==> config.mk <==
export PLATFORM = sky130hd
export DESIGN_NAME = mem_port_arbiter
export DESIGN_NICKNAME = d
export VERILOG_FILES = /design/src/rtl/mem_port_arbiter.sv
export SDC_FILE = /design/constraint.sdc
export NUM_CORES = 1
export LEC_CHECK = 0
export CAP_MARGIN = 40
export CORE_AREA = 2 2 39 41
export DETAILED_ROUTE_END_ITERATION = 7
export DIE_AREA = 0 0 41 43
export PLACE_DENSITY_LB_ADDON = 0.2
export SETUP_SLACK_MARGIN = 0.5
export SLEW_MARGIN = 20
export SYNTH_ARGS = -nofsm -noshare
export SYNTH_HDL_FRONTEND = slang
export SYNTH_SLANG_ARGS = --single-unit
export TNS_END_PERCENT = 30
==> constraint.sdc <==
create_clock -name clk -period 4.3 [get_ports clk]
set_clock_uncertainty 0.1 [all_clocks]
set_input_delay 0.43 -clock clk [delete_from_list [all_inputs] [get_ports clk]]
set_output_delay 0.43 -clock clk [all_outputs]
set_load 0.005 [all_outputs]
==> src/rtl/mem_port_arbiter.sv <==
// mem_port_arbiter: round-robin arbiter sharing one memory port among three
// requesters (0 = instr fetch, 1 = load/store, 2 = debug/DMA).
// Each transaction runs IDLE -> BUSY -> DONE. Every output is decoded from
// registered state only, so no input reaches an output through logic alone.
// Optional feature: define ARB_TIMEOUT_EN to abort a BUSY phase that sees no
// mem_ack within TIMEOUT_CYCLES cycles.
module mem_port_arbiter #(
  parameter int unsigned TIMEOUT_CYCLES = 64
) (
  input  logic       clk,
  input  logic       arst_n,
  input  logic [2:0] req,
  input  logic       mem_ack,
  output logic [2:0] grant,
  output logic [1:0] select,
  output logic       mem_valid,
  output logic [2:0] done,
  output logic       busy,
  output logic       timeout_err
);

  typedef enum logic [1:0] {
    S_IDLE = 2'd0,
    S_BUSY = 2'd1,
    S_DONE = 2'd2
  } state_e;

  // Reject out-of-range configurations at elaboration time.
  if (TIMEOUT_CYCLES < 1 || TIMEOUT_CYCLES > 65535) begin : g_bad_timeout
    $error("mem_port_arbiter: TIMEOUT_CYCLES must be in 1..65535");
  end

  state_e     state_q, state_d;
  logic [1:0] owner_q, owner_d;        // index of the current or most recent owner
  logic [1:0] last_ptr_q, last_ptr_d;  // last served requester; it gets lowest priority

  // Returns the next requester index, wrapping from 2 back to 0.
  function automatic logic [1:0] next_idx(input logic [1:0] idx);
    return (idx == 2'd2) ? 2'd0 : idx + 2'd1;
  endfunction

  // Round-robin search: last_ptr+1, last_ptr+2, then last_ptr itself.
  logic [3:0] req_ext;
  logic [1:0] cand1, cand2;
  logic [1:0] win;
  logic       win_valid;

  assign req_ext = {1'b0, req};
  assign cand1   = next_idx(last_ptr_q);
  assign cand2   = next_idx(cand1);

  // Pick the winning requester among those currently asserting req.
  always_comb begin
    // NOTE: give every always_comb output a default before any branch so that
    // no path leaves it unassigned, which would otherwise infer a latch.
    win       = 2'd0;
    win_valid = 1'b0;
    if (req_ext[cand1]) begin
      win       = cand1;
      win_valid = 1'b1;
    end else if (req_ext[cand2]) begin
      win       = cand2;
      win_valid = 1'b1;
    end else if (req_ext[last_ptr_q]) begin
      win       = last_ptr_q;
      win_valid = 1'b1;
    end
  end

`ifdef ARB_TIMEOUT_EN
  localparam int unsigned      CNT_W    = $clog2(TIMEOUT_CYCLES + 1);
  localparam logic [CNT_W-1:0] CNT_LAST = CNT_W'(TIMEOUT_CYCLES - 1);

  logic [CNT_W-1:0] cnt_q, cnt_d;
  logic             timeout_q, timeout_d;  // DONE was reached by abort, not by ack
`endif

  // Next-state logic: arbitrate in IDLE, wait for ack (or timeout) in BUSY,
  // retire the transaction in DONE.
  always_comb begin
    state_d    = state_q;
    owner_d    = owner_q;
    last_ptr_d = last_ptr_q;
`ifdef ARB_TIMEOUT_EN
    cnt_d      = cnt_q;
    timeout_d  = timeout_q;
`endif
    unique case (state_q)
      S_IDLE: begin
        if (win_valid) begin
          state_d = S_BUSY;
          owner_d = win;
`ifdef ARB_TIMEOUT_EN
          cnt_d     = '0;
          timeout_d = 1'b0;
`endif
        end
      end
      S_BUSY: begin
        // Owner and select stay frozen; req is not looked at here.
        if (mem_ack) begin
          state_d = S_DONE;
`ifdef ARB_TIMEOUT_EN
        end else if (cnt_q == CNT_LAST) begin
          // Ack has priority over the terminal count; only a silent memory aborts.
          state_d   = S_DONE;
          timeout_d = 1'b1;
        end else begin
          cnt_d = cnt_q + CNT_W'(1);
`endif
        end
      end
      S_DONE: begin
        state_d    = S_IDLE;
        last_ptr_d = owner_q;
      end
      default: state_d = S_IDLE;
    endcase
  end

  // State registers; reset leaves requester 0 first in line.
  always_ff @(posedge clk or negedge arst_n) begin
    if (!arst_n) begin
      state_q    <= S_IDLE;
      owner_q    <= 2'd0;
      last_ptr_q <= 2'd2;
    end else begin
      // NOTE: sequential state uses non-blocking assignments so every flop
      // samples the pre-edge values, independent of statement order.
      state_q    <= state_d;
      owner_q    <= owner_d;
      last_ptr_q <= last_ptr_d;
    end
  end

`ifdef ARB_TIMEOUT_EN
  // Timeout counter and abort flag.
  always_ff @(posedge clk or negedge arst_n) begin
    if (!arst_n) begin
      cnt_q     <= '0;
      timeout_q <= 1'b0;
    end else begin
      cnt_q     <= cnt_d;
      timeout_q <= timeout_d;
    end
  end

  assign timeout_err = (state_q == S_DONE) && timeout_q;
`else
  assign timeout_err = 1'b0;
`endif

  // Output decode from registered state: grant only in BUSY, done only in DONE.
  assign mem_valid = (state_q == S_BUSY);
  assign busy      = mem_valid;
  assign grant     = mem_valid ? (3'b001 << owner_q) : 3'b000;
  assign select    = mem_valid ? owner_q : 2'b11;
  assign done      = (state_q == S_DONE) ? (3'b001 << owner_q) : 3'b000;

endmodule

==> summary.txt <==
GRT
  • Initial antenna violation count: 0
  • Total congestion overflow: 0
  • First-pass GRT wire length: 1.18 mm
  • Largest net degree at the start of global routing: 8
  • Vias in the first global route: 256
  • Tot GR Track Use: 10.6%

Timing
  • Worst hold margin: 0.317 ns
  • Setup TNS Final: 0 ns
  • RSZ-0062 raised after global routing: no
  • Final Hold Violating Endpoints: 0
  • Max Clock Freq: 459 MHz
  • Setup-failing EPs final: 0
  • Period Utilization, post-route: 50.7%
  • Final Max Slew Viols: 0
  • Fin crit period: 2.18 ns

Yosys
  • Yosys top cell by area: dfrtp_1
  • Sequential share of the synthesized area: 43.4%
  • Most common cell in the netlist: dfrtp_1
  • Warnings, synthesis: 0
  • Mapped Nets: 45
  • Share of the synthesized area in the top cell type: 35.8%
  • Post-synthesis mux area share: 7.53%
  • Synth top area cells: dfrtp_1 (36%), dfstp_2 (7.5%), nand2b_1 (5.4%)
  • Synth Area in Simple Gates: 30.8%
  • Main combinational cell family by area after synthesis: simple AND/OR/NAND/NOR gates
  • Average size of a mapped cell: 8.95 um^2
  • Most frequent cells after synthesis: dfrtp_1 (5), nand2_1 (4), nor2_1 (4)
  • Synthesized-area fraction occupied by adder cells: 0%
  • Yosys reg bits: 6
  • Area of the mapped netlist: 349 um^2
  • Distinct cells, synth: 20
  • FFs w/ async S/R, synth: 100%
  • Post-synth EDFFs: 0
  • Most used DFF post-synth: dfrtp_1
  • Mapped Cells: 39
  • Synth Area in Compound Gates: 11.8%
  • Xor and xnor area share after synthesis: 0%

Route
  • DRC viols: 0
  • Vias: 308
  • Mean routed wirelength per cell: 9.96 um
  • Post-route ant nets: 0
  • Detailed Routing Iterations Pass 1: 4
  • DRT Wirelength: 717 um
  • Initial drt markers: 1
  • Routed vias/inst: 4.28

Floorplanning
  • Core area: 1380 um^2
  • Die area: 1760 um^2
  • Initial Util: 25.2%
  • Row count: 14
  • Die height: 43 um
  • Io pins: 17
  • Die width: 41 um

Clocking
  • Post-cts repair resize count: 0
  • Post-CTS Hold Buffers: 0
  • CTS tree: yes
  • CTS H-tree lvls: 1
  • CTS Sinks: 6
  • Post-CTS setup buffer count: 0
  • Clock-pin slew on the worst setup and hold paths: 0.05 ns
  • Clock root buffer: clkbuf_4
  • Maximum root-to-sink buffer count: 2
  • Num CTS Buffers: 3
  • Worst-skew pair later-pin latency: 0.25 ns

Layout
  • Post-route cell area: 531 um^2
  • Fillers: 145
  • P&R area growth vs syn: 52.0%
  • Nets: 63
  • Inserted Diodes: 0
  • Layout cells sized above 1: 12.5%

Power
  • Clock share of power: 20.4%
  • Internal power: 0.192 mW
  • Logic pwr share: 43.4%
  • Sw power: 0.0939 mW
  • LEAKAGE: 0.219 nW
  • P per Cell Area: 540 nW/um^2
  • Max VDD drop: 0.180 mV
  • Sequential Power Share: 36.2%
  • Switching part of the total: 32.8%

Critical path
  • Worst Path Required: 3.77 ns
  • Worst R2R Start: last_ptr_q[1]
  • CP startpoint: state_q[1]
  • Crit. End Element: primary output
  • Crit path kind: reg -> out
  • Critical Path Fanout Max: 6
  • Worst EP arrival: 1.65 ns
  • CP Launch Type: register

Placement
  • RD Place Congestion: 0.769
  • Dpl cell area: 504 um^2
  • IO buf count: 15
  • Detailed placement HPWL: 538 um

Min path
  • Worst Hold Class: in -> async

Run status
  • Status: complete, no violations

Job
  • Max Cap Violations: 0
## state kept, by name (all words and copies together) (netlist names)
register	count
state_q	2
owner_q	2
last_ptr_q	2
## worst max-delay path, stage by stage, from the launching register on
cell,delay [ns]
dfrtp_1,0.41
and2b_1,0.29
nand2b_1,0.10
nor2_1,0.09
clkdlybuf4s50_1,0.50
## worst paths after layout
kind / to / slack (ns) / depth (start not counted)
setup reg to reg: owner_q[1] / 2.83 / 4
max in group asynchronous: last_ptr_q[1] / 3.51 / 1
min in group clk: state_q[0] / 0.41 / 1
hold reg to reg: state_q[0] / 0.41 / 1
setup / recovery: grant[1] / 2.12 / 4
hold / removal: state_q[0] / 0.32 / 1
## kinds of logic (layout without fill, tap and decap cells)
family	after synthesis	after routing
mux	2	2
compound gates	6	6
buf+inv	3	20
other cells	1	1
simple gates	21	21
flops	6	6
## stage by stage
stage                     cells  setup slack (ns)  total power [mW]  util (%)
after detailed placement     68              2.38             0.231      36.4
after floorplan              39              2.88             0.166         -
final                        72              2.12             0.286      38.3
after CTS                    72              2.10             0.291      38.3
after global routing         72              2.01             0.315      38.3
after global placement       68              2.41             0.231      36.4
## layout make-up
cell class                      count  area (um^2)  area share (%)
Sequential cell                     6          151            28.5
Clock buffer                        4         26.3            4.95
Multi-Input combinational cell     30          179            33.7
Timing Repair Buffer               15          150            28.3
Tap cell                           16         20.0            3.77
Inverter                            1         3.75           0.708
## routing by layer
layer  wire length, um  global-route usage (%)
met5                 0                       0
met2               310                    12.2
met1               365                    14.8
met3                41                    3.14
met4                 0                    10.0
## layout by cell type, fill, tap and decap left out
cell              n
nor2b_1           2
clkbuf_4          3
o22ai_1           1
dfrtp_1           5
nand2_1           4
dfstp_2           1
a211oi_2          1
nand2b_1          3
clkbuf_1          1
mux2_2            1
inv_1             1
and2b_1           1
o21ai_0           3
nand3_1           1
a211oi_1          1
conb_1            1
and2_1            1
and3_1            2
clkdlybuf4s50_1  15
nor2_1            4
mux2_4            1
nor3_1            3
## power by group through the flow
| stage | clock (mW) | sequential [mW] | combinational [mW] |
|---|---|---|---|
| floorplan | 0 | 0.0977 | 0.0686 |
| global placement | 0 | 0.104 | 0.127 |
| detailed placement | 0 | 0.105 | 0.125 |
| CTS | 0.0606 | 0.104 | 0.127 |
| global route | 0.0642 | 0.108 | 0.142 |
| finish | 0.0585 | 0.104 | 0.124 |
Note: power is estimated with default switching activity, not from simulation.
